[src/rtl/cpu_pkg.sv]
// Shared types and constants for the multi-cycle RV32I control sequencer.
package cpu_pkg;

  typedef enum logic [2:0] {
    FETCH_REQ,
    FETCH_WAIT,
    DECODE,
    EXECUTE,
    MEM_REQ,
    MEM_WAIT,
    WRITEBACK,
    HALT
  } state_t;

  typedef enum logic [1:0] {
    TRAP_NONE,
    TRAP_ILLEGAL,
    TRAP_MISALIGNED,
    TRAP_ENVIRONMENT
  } trap_cause_t;

  localparam int INSTRUCTION_BYTES = 4;

endpackage

[src/rtl/cpu_control_fsm_if.sv]
// Instruction and data memory valid/ready ports of the control sequencer.
interface cpu_control_fsm_if #(
  parameter int ADDRESS_WIDTH     = 32,
  parameter int INSTRUCTION_WIDTH = 32
);

  logic                         imem_req_valid;
  logic                         imem_req_ready;
  logic [ADDRESS_WIDTH-1:0]     imem_addr;
  logic                         imem_resp_valid;
  logic [INSTRUCTION_WIDTH-1:0] imem_resp_data;

  logic                         dmem_req_valid;
  logic                         dmem_req_write;
  logic                         dmem_req_ready;
  logic                         dmem_resp_valid;

  modport master (
    output imem_req_valid, imem_addr, dmem_req_valid, dmem_req_write,
    input  imem_req_ready, imem_resp_valid, imem_resp_data,
           dmem_req_ready, dmem_resp_valid
  );

  modport slave (
    input  imem_req_valid, imem_addr, dmem_req_valid, dmem_req_write,
    output imem_req_ready, imem_resp_valid, imem_resp_data,
           dmem_req_ready, dmem_resp_valid
  );

endinterface

[src/rtl/cpu_control_fsm_pc_unit.sv]
// PC register with next-PC selection and target alignment check.
module pc_unit
  import cpu_pkg::*;
#(
  parameter int                       ADDRESS_WIDTH = 32,
  parameter logic [ADDRESS_WIDTH-1:0] RESET_PC      = '0
) (
  input  logic                     clk,
  input  logic                     rst,
  input  logic                     commit,
  input  logic                     immediate_jump,
  input  logic                     register_jump,
  input  logic                     branch,
  input  logic                     branch_taken,
  input  logic [ADDRESS_WIDTH-1:0] jump_target,
  output logic [ADDRESS_WIDTH-1:0] pc,
  output logic                     misaligned
);

  logic                     take_target;
  logic [ADDRESS_WIDTH-1:0] next_pc;

  // Sequential increment wraps naturally at the address width.
  always_comb begin
    take_target = immediate_jump || register_jump || (branch && branch_taken);
    next_pc     = take_target ? jump_target
                              : pc + ADDRESS_WIDTH'(INSTRUCTION_BYTES);
    misaligned  = |next_pc[1:0];
  end

  always_ff @(posedge clk or negedge rst) begin
    if (!rst) begin
      pc <= RESET_PC;
    end else if (commit) begin
      pc <= next_pc;
    end
  end

endmodule

[src/rtl/cpu_control_fsm.sv]
// Multi-cycle sequencer: fetch, decode, execute, memory and writeback for the RV32I core.
module cpu_control_fsm
  import cpu_pkg::*;
#(
  parameter int                       ADDRESS_WIDTH     = 32,
  parameter int                       INSTRUCTION_WIDTH = 32,
  parameter logic [ADDRESS_WIDTH-1:0] RESET_PC          = 32'h0000_0000
) (
  input  logic                         clk,
  input  logic                         rst,
  cpu_control_fsm_if.master            mem,
  output logic [INSTRUCTION_WIDTH-1:0] instruction_data,
  output logic [ADDRESS_WIDTH-1:0]     pc,
  input  logic                         opcode_valid,
  input  logic                         load,
  input  logic                         store,
  input  logic                         branch,
  input  logic                         immediate_jump,
  input  logic                         register_jump,
  input  logic                         environment,
  input  logic                         write_register_valid,
  input  logic                         branch_taken,
  input  logic [ADDRESS_WIDTH-1:0]     jump_target,
  output logic                         alu_enable,
  output logic                         regfile_write_enable,
  output logic [31:0]                  instret,
  output logic                         halted,
  output logic [1:0]                   trap_cause
);

  state_t      state, next_state;
  trap_cause_t trap_q, trap_d;
  logic        commit, latch_instruction, misaligned;
  logic        imem_req_valid, dmem_req_valid, dmem_req_write;

  pc_unit #(
    .ADDRESS_WIDTH (ADDRESS_WIDTH),
    .RESET_PC      (RESET_PC)
  ) u_pc_unit (
    .clk            (clk),
    .rst            (rst),
    .commit         (commit),
    .immediate_jump (immediate_jump),
    .register_jump  (register_jump),
    .branch         (branch),
    .branch_taken   (branch_taken),
    .jump_target    (jump_target),
    .pc             (pc),
    .misaligned     (misaligned)
  );

  always_comb begin
    next_state           = state;
    trap_d               = trap_q;
    imem_req_valid       = 1'b0;
    dmem_req_valid       = 1'b0;
    dmem_req_write       = 1'b0;
    alu_enable           = 1'b0;
    regfile_write_enable = 1'b0;
    commit               = 1'b0;
    latch_instruction    = 1'b0;
    case (state)
      // Reset parks the state in FETCH_REQ, so the request is masked while rst is low.
      FETCH_REQ: begin
        imem_req_valid = rst;
        if (mem.imem_req_ready) next_state = FETCH_WAIT;
      end
      FETCH_WAIT: begin
        if (mem.imem_resp_valid) begin
          latch_instruction = 1'b1;
          next_state        = DECODE;
        end
      end
      DECODE: begin
        if (!opcode_valid) begin
          trap_d     = TRAP_ILLEGAL;
          next_state = HALT;
        end else if (environment) begin
          trap_d     = TRAP_ENVIRONMENT;
          next_state = HALT;
        end else begin
          next_state = EXECUTE;
        end
      end
      EXECUTE: begin
        alu_enable = 1'b1;
        next_state = (load || store) ? MEM_REQ : WRITEBACK;
      end
      MEM_REQ: begin
        dmem_req_valid = 1'b1;
        dmem_req_write = store;
        if (mem.dmem_req_ready) next_state = MEM_WAIT;
      end
      MEM_WAIT: begin
        if (mem.dmem_resp_valid) next_state = WRITEBACK;
      end
      // A misaligned target retires nothing: no register write, PC and instret stay put.
      WRITEBACK: begin
        if (misaligned) begin
          trap_d     = TRAP_MISALIGNED;
          next_state = HALT;
        end else begin
          regfile_write_enable = write_register_valid;
          commit               = 1'b1;
          next_state           = FETCH_REQ;
        end
      end
      HALT:    next_state = HALT;
      default: next_state = HALT;
    endcase
  end

  always_ff @(posedge clk or negedge rst) begin
    if (!rst) begin
      state            <= FETCH_REQ;
      trap_q           <= TRAP_NONE;
      instruction_data <= '0;
      instret          <= '0;
    end else begin
      state  <= next_state;
      trap_q <= trap_d;
      if (latch_instruction) instruction_data <= mem.imem_resp_data;
      if (commit)            instret          <= instret + 32'd1;
    end
  end

  assign mem.imem_req_valid = imem_req_valid;
  assign mem.imem_addr      = pc;
  assign mem.dmem_req_valid = dmem_req_valid;
  assign mem.dmem_req_write = dmem_req_write;
  assign halted             = (state == HALT);
  assign trap_cause         = trap_q;

endmodule

[src/flat_wrapper.sv]
// flat-port wrapper written by rule: the top's interface ports become plain ports
module cpu_control_fsm_flat import cpu_pkg::*;
#(
  parameter int                       ADDRESS_WIDTH     = 32,
  parameter int                       INSTRUCTION_WIDTH = 32,
  parameter logic [ADDRESS_WIDTH-1:0] RESET_PC          = 32'h0000_0000
)
  (clk, rst, instruction_data, pc, opcode_valid, load, store, branch, immediate_jump, register_jump, environment, write_register_valid, branch_taken, jump_target, alu_enable, regfile_write_enable, instret, halted, trap_cause, mem_imem_req_valid, mem_imem_addr, mem_dmem_req_valid, mem_dmem_req_write, mem_imem_req_ready, mem_imem_resp_valid, mem_imem_resp_data, mem_dmem_req_ready, mem_dmem_resp_valid);
  cpu_control_fsm_if #(.ADDRESS_WIDTH(ADDRESS_WIDTH), .INSTRUCTION_WIDTH(INSTRUCTION_WIDTH)) mem_i ();
  input  logic clk;
  input  logic rst;
  output logic [INSTRUCTION_WIDTH-1:0] instruction_data;
  output logic [ADDRESS_WIDTH-1:0] pc;
  input  logic opcode_valid;
  input  logic load;
  input  logic store;
  input  logic branch;
  input  logic immediate_jump;
  input  logic register_jump;
  input  logic environment;
  input  logic write_register_valid;
  input  logic branch_taken;
  input  logic [ADDRESS_WIDTH-1:0] jump_target;
  output logic alu_enable;
  output logic regfile_write_enable;
  output logic [31:0] instret;
  output logic halted;
  output logic [1:0] trap_cause;
  output wire logic [$bits(mem_i.imem_req_valid)-1:0] mem_imem_req_valid;
  output wire logic [$bits(mem_i.imem_addr)-1:0] mem_imem_addr;
  output wire logic [$bits(mem_i.dmem_req_valid)-1:0] mem_dmem_req_valid;
  output wire logic [$bits(mem_i.dmem_req_write)-1:0] mem_dmem_req_write;
  input wire logic [$bits(mem_i.imem_req_ready)-1:0] mem_imem_req_ready;
  input wire logic [$bits(mem_i.imem_resp_valid)-1:0] mem_imem_resp_valid;
  input wire logic [$bits(mem_i.imem_resp_data)-1:0] mem_imem_resp_data;
  input wire logic [$bits(mem_i.dmem_req_ready)-1:0] mem_dmem_req_ready;
  input wire logic [$bits(mem_i.dmem_resp_valid)-1:0] mem_dmem_resp_valid;
  assign mem_imem_req_valid = mem_i.imem_req_valid;
  assign mem_imem_addr = mem_i.imem_addr;
  assign mem_dmem_req_valid = mem_i.dmem_req_valid;
  assign mem_dmem_req_write = mem_i.dmem_req_write;
  assign mem_i.imem_req_ready = mem_imem_req_ready;
  assign mem_i.imem_resp_valid = mem_imem_resp_valid;
  assign mem_i.imem_resp_data = mem_imem_resp_data;
  assign mem_i.dmem_req_ready = mem_dmem_req_ready;
  assign mem_i.dmem_resp_valid = mem_dmem_resp_valid;
  cpu_control_fsm #(.ADDRESS_WIDTH(ADDRESS_WIDTH), .INSTRUCTION_WIDTH(INSTRUCTION_WIDTH), .RESET_PC(RESET_PC)) u_core (.clk(clk), .rst(rst), .mem(mem_i), .instruction_data(instruction_data), .pc(pc), .opcode_valid(opcode_valid), .load(load), .store(store), .branch(branch), .immediate_jump(immediate_jump), .register_jump(register_jump), .environment(environment), .write_register_valid(write_register_valid), .branch_taken(branch_taken), .jump_target(jump_target), .alu_enable(alu_enable), .regfile_write_enable(regfile_write_enable), .instret(instret), .halted(halted), .trap_cause(trap_cause));
endmodule
[config.mk]
export PLATFORM = sky130hd
export DESIGN_NAME = cpu_control_fsm_flat
export DESIGN_NICKNAME = d
export VERILOG_FILES = /design/src/rtl/cpu_pkg.sv /design/src/rtl/cpu_control_fsm_if.sv /design/src/rtl/cpu_control_fsm_pc_unit.sv /design/src/rtl/cpu_control_fsm.sv /design/src/flat_wrapper.sv
export SDC_FILE = /design/constraint.sdc
export NUM_CORES = 1
export LEC_CHECK = 0
export ABC_AREA = 1
export CAP_MARGIN = 40
export CORE_ASPECT_RATIO = 2
export CORE_MARGIN = 5
export CORE_UTILIZATION = 45
export CTS_CLUSTER_SIZE = 30
export DETAILED_ROUTE_END_ITERATION = 6
export GPL_ROUTABILITY_DRIVEN = 0
export PLACE_DENSITY_LB_ADDON = 0.3
export SYNTH_ARGS = -nofsm -noshare
export SYNTH_HDL_FRONTEND = slang
export SYNTH_HIERARCHICAL = 1
export SYNTH_SLANG_ARGS = --single-unit
[constraint.sdc]
create_clock -name clk -period 2.5 [get_ports clk]
set_input_delay 0.5 -clock clk [delete_from_list [all_inputs] [get_ports clk]]
set_output_delay 0.5 -clock clk [all_outputs]
set_load 0.01 [all_outputs]
==> results.sh, run 1 <==
export IMPL_slew_headroom_pct=65.48
export IMPL_grt_pass1_wl_um=29160
export IMPL_rows=59
export IMPL_regArea_um2=2527
export IMPL_synthFlopType="dfrtp_1"
export IMPL_fin_hold_ws_ns=0.1230
export IMPL_pin_count=215
export IMPL_required_ns=2.00
export IMPL_clock_path_buffers=2
export IMPL_first_global_vias=5656
export IMPL_cts_setup_buffers=0
export IMPL_synth_enable_flop_cells=0
export IMPL_critPathKind="input pin to primary output"
export IMPL_portBuffers=214
export IMPL_ant_nets=0
export IMPL_cap_violations=0
export IMPL_drv_slew=0
export IMPL_synth_fa_ha_area_share_pct=0.4265
export IMPL_grt_usage_pct=23.53
export IMPL_synth_compound_area_share_pct=5.630
export IMPL_syn2layout_area_growth_pct=42.93
export IMPL_drt_total_wl_um=18730
export IMPL_cts_sinks=101
export IMPL_root_buffer="clkbuf_16"
export IMPL_crit_chain="clkdlybuf4s50_1 > nand2_1 > nand3_4 > mux2i_1 > nand2_1 > inv_1 > nand2_1 > nor2_1 > clkbuf_2"
export IMPL_synth_most_common_cell="nand2_1"
export IMPL_pre_cts_ws_ns=-0.2380
export IMPL_synth_top_area_cell="dfrtp_1"
export IMPL_final_area_um2=8386
export IMPL_antenna_cells=0
export IMPL_grt_overflow_total=0
export IMPL_crit_arrival_ns=1.85
export IMPL_cellPowerDensity_nw_per_um2=974.2
export IMPL_async_reset_ff_share_pct=100.0
export IMPL_synth_top_family_by_area="simple AND/OR/NAND/NOR gates"
export IMPL_die_h_um=171.5
export IMPL_htree_levels=3
export IMPL_hp_class="input pin to async pin"
export IMPL_start_util_pct=45.41
export IMPL_die_width_um=90.74
export IMPL_synth_mux_area_share_pct=6.483
export IMPL_cpMostUsedCell="nand2_1"
export IMPL_setup_tns_ns=0
export IMPL_die_area_um2=15560
export IMPL_yosysSeqAreaShare_pct=43.08
export IMPL_drive_gt1_share_pct=10.53
export IMPL_core_area_um2=12920
export IMPL_netlist_area_um2=5867
export IMPL_finalClockSkew_ns=0.01031
export IMPL_syn_inst=755
export IMPL_violations="DRC"
export IMPL_synthTopCellsByArea="dfrtp_1, nand2_1, nor2_1"
export IMPL_cts_tree="built"
export IMPL_multiInputGateArea_um2=2749
export IMPL_cts_buffers_inserted=9
export IMPL_ys_ff_latch=101
export IMPL_fin_crit_sh_pct=94.13
export IMPL_drtIter0Drc=237
export IMPL_drc=3
export IMPL_via_per_inst=5.141
export IMPL_hold_viol_final=0
export IMPL_status="finished with violations"
export IMPL_n_fill_cell=1077
export IMPL_fmaxAchievable_mhz=424.9
export IMPL_cpMaxStageDelayCell="clkdlybuf4s50_1"
export IMPL_antenna_found_initial=0
export IMPL_clk_latency_ns=0.34
export IMPL_setup_viol=0
export IMPL_critical_path_max_fanout=3
export IMPL_utilization_pct=64.91
export IMPL_fin_ws_ns=0.1466
export IMPL_ys_warn_count=6
export IMPL_path_clk_slew_ns=0.08
export IMPL_synth_simple_gate_area_share_pct=31.18
export IMPL_place_area_um2=8097
export IMPL_leakage_nw=3.670
export IMPL_min_period_ns=2.353
export IMPL_ir_drop_mv=0.6505
export IMPL_synth_cell_types=37
export IMPL_final_nets=1035
export IMPL_rsz0062_at_grt="false"
export IMPL_syn_area_per_cell_um2=7.771
export IMPL_dp_hpwl_um=14820
export IMPL_synth_top_area_share_pct=43.08
export IMPL_cp_end_kind="primary output"
export IMPL_start_kind="input pin"
export IMPL_critPathTopFamily="buffers and inverters"
export IMPL_grt_max_degree=51
export IMPL_via_count=5712
export IMPL_first_pass_iters=7
export IMPL_crit_buf_inv=3
export IMPL_tightest_slew_ns=0.5177
export IMPL_syn_nets=836
export IMPL_synth_commonest_cells="nand2_1, nor2_1, dfrtp_1, inv_1, nand3_1"
export IMPL_wire_per_inst_um=16.86
export IMPL_critPathMaxStageDelay_ns=0.47
export IMPL_synth_xor_xnor_area_share_pct=3.135
## kinds of logic after synthesis
logic type,count (synthesis)
and+or+nand+nor,421
buffers and inverters,116
DFF,101
AOI/OAI and AO/OA,60
muxes,34
xor gates and xnor gates,21
adders and majority gates,2
## sequential cells by signal (all words and copies together), names as in the netlist
name                     cells
u_core/u_pc_unit/pc         32
u_core/instruction_data     32
u_core/trap_cause            2
u_core/instret              32
u_core/state                 3
## worst paths after layout
kind	from	endpoint	slack (ns)	depth (start not counted)
max reg2reg	u_core/u_pc_unit/pc[3]$_DFFE_PN0P_	u_core/u_pc_unit/pc[20]$_DFFE_PN0P_	0.68	8
min reg2reg	u_core/instruction_data[8]$_DFFE_PN0P_	u_core/instruction_data[8]$_DFFE_PN0P_	0.50	1
max in group asynchronous	rst	u_core/instruction_data[21]$_DFFE_PN0P_	1.59	3
max	branch_taken	regfile_write_enable	0.15	9
min in group clk	u_core/instruction_data[8]$_DFFE_PN0P_	u_core/instruction_data[8]$_DFFE_PN0P_	0.50	1
min	rst	u_core/trap_cause[0]$_DFFE_PN0P_	0.12	2
## worst reg2reg max path: stages (launching register included)
cell     delay [ns]
dfrtp_1        0.47
ha_1           0.32
nand2_2        0.11
nor2_4         0.14
nand3_1        0.25
o21ai_0        0.23
nand3_1        0.08
nand2_1        0.06
nand2_1        0.04
## power by group
| part | internal (mW) | total [mW] | switching, mW |
|---|---|---|---|
| Clock | 0.701 | 1.38 | 0.678 |
| Combinational | 2.15 | 3.90 | 1.75 |
| Sequential | 2.21 | 2.89 | 0.678 |
| Total | 5.06 | 8.17 | 3.11 |
## placed cells by master (no fill, tap or decap), types with 4 or more instances in the layout
cell / instances
clkdlybuf4s50_1: 212
nand2_1: 212
nor2_1: 108
dfrtp_1: 101
inv_1: 66
nand3_1: 54
mux2_2: 30
a21oi_1: 24
o21ai_0: 22
buf_4: 18
xor2_1: 13
nand4_1: 10
clkbuf_16: 9
xnor2_1: 8
nor2_2: 8
nor2_4: 7
o22ai_1: 7
buf_12: 4
nand2_2: 4
or2_2: 4
## cell type report
class,count,share of cell area [%]
clock inverters,7,0.8207
inverters,68,3.044
clock buffers,9,2.686
repair buffers,236,28.26
multi-input cells,538,32.78
well taps,152,2.268
flip-flops and latches,101,30.14
## metrics by stage
stage / std cells / power (mW)
6_report: 1111 / 8.169
5_1_grt: 1111 / 8.701
4_1_cts: 1111 / 8.256
3_5_place_dp: 1095 / 6.841
3_3_place_gp: 1094 / 6.753
2_1_floorplan: 755 / 4.823
## what timing repair did
| item | 4_1_cts | 5_1_grt |
|---|---|---|
| hold buffers | 0 | 0 |
| gates resized for setup | 1 | 2 |
| hold endpoints to repair | 0 | 0 |
| endpoints found under the setup margin | 1 | 1 |
| pin swaps | 0 | 0 |
## layer usage
| layer | share of wire [%] | vias up | track usage (%) |
|---|---|---|---|
| met2 | 56 | 231 | 44.98 |
| met5 | 0 | - | 0 |
| met4 | 5.9 | 0 | 14.91 |
| met1 | 32 | 2660 | 22.68 |
| li1 | - | 2766 | - |
| met3 | 5.5 | 55 | 4.245 |
Power figures use the tool's default switching activity.
==> run 2, diff against run 1 <==
CORE_MARGIN = default   (was 5)
SKIP_CTS_REPAIR_TIMING = 1   (was default)
==> run 2 against run 1 <==
The flow now finishes without violations. Cell area decreased by 0.43%. Combinational power shrank 1%. Clock skew decreased by 0.0044 ns. Sequential power rose by 2%. Count of clock-buffer cells in the layout rose by 1. Via count up 0.91%. Utilization grew 1.2 points. Register-to-register slack worse by 0.04 ns. Critical path type unchanged. Largest cell class unchanged.
==> results.sh, run 2 (synthesized netlist as in run 1, its figures left out) <==
export IMPL_status="complete, no violations"
export IMPL_root_buffer="clkbuf_16"
export IMPL_fmaxAchievable_mhz=430.4
export IMPL_r2r_start="u_core/u_pc_unit/pc[0]$_DFFE_PN0P_"
export IMPL_start_kind="input pin"
export IMPL_drc=0
export IMPL_fin_hold_ws_ns=0.2925
export IMPL_regArea_um2=2527
export IMPL_grt_met3_usage_pct=4.469
export IMPL_die_h_um=163.5
export IMPL_slew_headroom_pct=47.23
export IMPL_syn2layout_area_growth_pct=42.31
export IMPL_final_cells=1107
export IMPL_n_fill_cell=1127
export IMPL_drt_total_wl_um=17710
export IMPL_pin_count=215
export IMPL_path_clk_slew_ns=0.07
export IMPL_ant_nets=0
export IMPL_power_mw=8.129
export IMPL_met1_usage_pct=28.30
export IMPL_place_area_um2=8059
export IMPL_cpMaxStageDelayCell="clkdlybuf4s50_1"
export IMPL_cap_violations=0
export IMPL_crit_arrival_ns=1.82
export IMPL_finalClockSkew_ns=0.005880
export IMPL_die_width_um=82.74
export IMPL_hp_class="input pin to async pin"
export IMPL_dp_hpwl_um=13530
export IMPL_required_ns=2.00
export IMPL_r2r_end="u_core/instret[26]$_DFFE_PN0P_"
export IMPL_crit_chain="clkdlybuf4s50_1 > nand2_1 > nand3_4 > mux2i_2 > nand2_1 > inv_1 > nand2_1 > nor2_1 > dlymetal6s2s_1"
export IMPL_min_period_ns=2.324
export IMPL_rsz0062_at_grt="false"
export IMPL_gr_usage_met2_pct=48.96
export IMPL_clock_path_buffers=2
export IMPL_cts_sinks=101
export IMPL_crit_start="branch"
export IMPL_first_global_vias=5553
export IMPL_drv_slew=0
export IMPL_critical_path_max_fanout=3
export IMPL_reg2reg_slack_ns=0.64
export IMPL_critPathMaxStageDelay_ns=0.46
export IMPL_critPathKind="input pin to primary output"
export IMPL_hold_viol_final=0
export IMPL_antenna_found_initial=0
export IMPL_antenna_cells=0
export IMPL_clk_latency_ns=0.34
export IMPL_reg_largest_list="u_core/instret (32), u_core/instruction_data (32), u_core/u_pc_unit/pc (32)"
export IMPL_first_pass_iters=5
export IMPL_htree_levels=3
export IMPL_fin_crit_sh_pct=92.95
export IMPL_drtIter0Drc=292
export IMPL_core_area_um2=12630
export IMPL_cts_buffers_inserted=9
export IMPL_busiest_layer="met2"
export IMPL_setup_viol=0
export IMPL_leakage_nw=3.643
export IMPL_cellPowerDensity_nw_per_um2=973.6
export IMPL_cts_tree="built"
export IMPL_via_per_inst=5.207
export IMPL_portBuffers=214
export IMPL_cpMostUsedCell="nand2_1"
export IMPL_cp_end_kind="primary output"
export IMPL_via_count=5764
export IMPL_final_nets=1033
export IMPL_grt_usage_pct=26.98
export IMPL_drive_gt1_share_pct=10.34
export IMPL_grt_max_degree=61
export IMPL_ir_drop_mv=0.6678
export IMPL_rows=58
export IMPL_dpl_cell_count=1091
export IMPL_final_area_um2=8349
export IMPL_grt_pass1_wl_um=27300
export IMPL_start_util_pct=46.46
export IMPL_multiInputGateArea_um2=2756
export IMPL_reg2reg_depth=9
export IMPL_tightest_slew_ns=0.7916
export IMPL_wire_per_inst_um=16.00
export IMPL_die_area_um2=13530
export IMPL_mostFrequentLayoutCells="clkdlybuf4s50_1, nand2_1, nor2_1"
export IMPL_grt_overflow_total=0
## run 2: area by class of cell
cell class	instances	area share [%]
well taps	150	2.248
clock inverters	6	0.5695
multi-input cells	538	33.01
inverters	68	3.057
flip-flops and latches	101	30.27
repair buffers	234	28.10
clock buffers	10	2.742
## run 2: critical path: cells and delay by family
family                 cells  cell delay, ns
AND/OR/NAND/NOR            5            0.41
buffers and inverters      3            0.69
multiplexers               1            0.23
## run 2: through the flow
step / utilization [%] / setup TNS [ns] / worst slack [ns]
6_report: 66.12 / 0 / 0.1764
5_1_grt: 66.12 / 0 / 0.01414
4_1_cts: 66.01 / -0.2003 / -0.2003
3_5_place_dp: 63.82 / -1.335 / -0.1888
3_3_place_gp: 63.82 / -0.2890 / -0.1591
2_1_floorplan: - / 0 / 0.4129
## run 2: where the power goes
group / internal [mW] / switching (mW) / leakage [nW]
clock network: 0.686 / 0.652 / 0.127
logic: 2.14 / 1.71 / 2.28
registers: 2.21 / 0.726 / 1.24
total: 5.04 / 3.09 / 3.64
## run 2: how the worst max path moves through the flow
stage,endpoint,slack [ns]
6_report,regfile_write_enable,0.18
5_1_grt,u_core/instret[26]$_DFFE_PN0P_,0.01
4_1_cts,regfile_write_enable,-0.20
3_3_place_gp,regfile_write_enable,-0.16
2_1_floorplan,u_core/u_pc_unit/pc[5]$_DFFE_PN0P_,0.41
3_5_place_dp,regfile_write_enable,-0.19
## run 2: per-layer routing
layer | up-vias | wire length, um | part of all wire (%)
met5 | - | 0 | 0
li1 | 2767 | - | -
met1 | 2704 | 6125 | 35
met2 | 233 | 9865 | 56
met3 | 60 | 823 | 4.6
met4 | 0 | 893 | 5.0
==> run 3, diff against run 2 <==
SKIP_CTS_REPAIR_TIMING = default   (was 1)
==> run 3 against run 2 <==
Cell area about the same. Critical path depth unchanged. Combinational power barely moved. Worst hold slack about the same. Count of clock-buffer cells in the layout is the same. Sequential power barely moved. Sequential share of layout area about the same. Power barely moved. Utilization fell by 0.060 points. First-iteration DRC count unchanged. Highest routed layer unchanged. Critical path type unchanged. Largest power group unchanged.
==> results.sh, run 3 (synthesized netlist as in run 1, its figures left out) <==
export IMPL_status="complete, no violations"
export IMPL_start_kind="input pin"
export IMPL_cts_sinks=101
export IMPL_drc=0
export IMPL_cp_end_kind="primary output"
export IMPL_clock_path_buffers=2
export IMPL_drt_total_wl_um=17700
export IMPL_r2r_start="u_core/u_pc_unit/pc[0]$_DFFE_PN0P_"
export IMPL_r2r_end="u_core/instret[26]$_DFFE_PN0P_"
export IMPL_leakage_nw=3.625
export IMPL_reg2reg_depth=9
export IMPL_finalClockSkew_ns=0.005915
export IMPL_critical_path_max_fanout=3
export IMPL_antenna_found_initial=0
export IMPL_grt_usage_pct=26.96
export IMPL_reg_largest_list="u_core/instret (32), u_core/instruction_data (32), u_core/u_pc_unit/pc (32)"
export IMPL_tightest_slew_ns=0.7914
export IMPL_first_global_vias=5547
export IMPL_grt_pass1_wl_um=27290
export IMPL_setup_viol=0
export IMPL_path_clk_slew_ns=0.07
export IMPL_cap_violations=0
export IMPL_via_per_inst=5.208
export IMPL_start_util_pct=46.46
export IMPL_final_nets=1033
export IMPL_ir_drop_mv=0.6680
export IMPL_root_buffer="clkbuf_16"
export IMPL_clk_latency_ns=0.34
export IMPL_die_area_um2=13530
export IMPL_rows=58
export IMPL_via_count=5765
export IMPL_dp_hpwl_um=13530
export IMPL_grt_max_degree=61
export IMPL_rsz0062_at_grt="false"
export IMPL_portBuffers=214
export IMPL_drive_gt1_share_pct=10.45
export IMPL_wire_per_inst_um=15.99
export IMPL_ant_nets=0
export IMPL_reg2reg_slack_ns=0.64
export IMPL_cts_tree="built"
export IMPL_min_period_ns=2.298
export IMPL_core_area_um2=12630
export IMPL_cts_setup_buffers=0
export IMPL_first_pass_iters=5
export IMPL_die_h_um=163.5
export IMPL_hold_viol_final=0
export IMPL_required_ns=2.00
export IMPL_mostFrequentLayoutCells="clkdlybuf4s50_1, nand2_1, nor2_1"
export IMPL_hp_class="input pin to async pin"
export IMPL_holdBufCountCts=0
export IMPL_fin_crit_sh_pct=91.93
export IMPL_antenna_cells=0
export IMPL_drtIter0Drc=292
export IMPL_htree_levels=3
export IMPL_dpl_cell_count=1091
export IMPL_die_width_um=82.74
export IMPL_final_cells=1107
export IMPL_pin_count=215
export IMPL_utilization_pct=66.06
export IMPL_cellPowerDensity_nw_per_um2=974.5
export IMPL_crit_arrival_ns=1.80
export IMPL_drv_slew=0
export IMPL_cts_buffers_inserted=9
export IMPL_grt_overflow_total=0
export IMPL_slew_headroom_pct=47.24
export IMPL_syn2layout_area_growth_pct=42.18
export IMPL_fmaxAchievable_mhz=435.1
export IMPL_fin_hold_ws_ns=0.2925
export IMPL_critPathKind="input pin to primary output"
-- run 3: worst max-delay path: stages --
cell	delay, ns
clkdlybuf4s50_1	0.46
nand2_1	0.09
nand3_4	0.09
mux2i_2	0.23
nand2_1	0.09
inv_1	0.07
nand2_1	0.05
nor2_1	0.09
clkbuf_2	0.14
-- run 3: how the worst max path moves through the flow --
stage / startpoint / to / slack [ns] / cells past startpoint
after floorplan: branch / u_core/u_pc_unit/pc[5]$_DFFE_PN0P_ / 0.41 / 10
after global placement: branch / regfile_write_enable / -0.16 / 9
after detailed placement: branch / regfile_write_enable / -0.19 / 9
after CTS: branch / regfile_write_enable / 0.08 / 9
after global routing: branch / u_core/instret[26]$_DFFE_PN0P_ / 0.01 / 12
final: branch / regfile_write_enable / 0.20 / 9
-- run 3: what timing repair did --
| action | 4_1_cts | 5_1_grt |
|---|---|---|
| setup endpoints to repair | 1 | 5 |
| gates cloned | 0 | 0 |
| gates resized for setup | 1 | 5 |
-- run 3: cell type report --
type | count | area, um2
Clock inverter | 6 | 47.55
Timing Repair Buffer | 234 | 2338
Multi-Input combinational cell | 538 | 2756
Inverter | 68 | 255.2
Sequential cell | 101 | 2527
Tap cell | 150 | 187.7
Clock buffer | 10 | 229.0
Fill cell | 1128 | 4285
-- run 3: power breakdown --
part           leakage (nW)  internal (mW)  switching, mW
Combinational          2.26           2.14           1.71
Clock                 0.127          0.686          0.652
Sequential             1.24           2.21          0.727
Total                  3.63           5.04           3.09
-- run 3: metrics by stage --
step	cell area [um2]	TNS (ns)	total power, mW	worst slack [ns]
after floorplan	5867	0	4.823	0.4129
after CTS	8334	0	8.181	0.07685
after global placement	8059	-0.2890	6.724	-0.1591
final	8342	0	8.129	0.2017
after global routing	8342	0	8.674	0.01411
after detailed placement	8059	-1.335	6.817	-0.1888
-- run 3: layer usage --
layer / routed length [um] / GRT usage, % / up-vias
met3: 817 / 4.469 / 60
li1: - / - / 2768
met1: 6129 / 28.30 / 2706
met2: 9857 / 48.92 / 231
met4: 893 / 14.50 / 0
met5: 0 / 0 / -
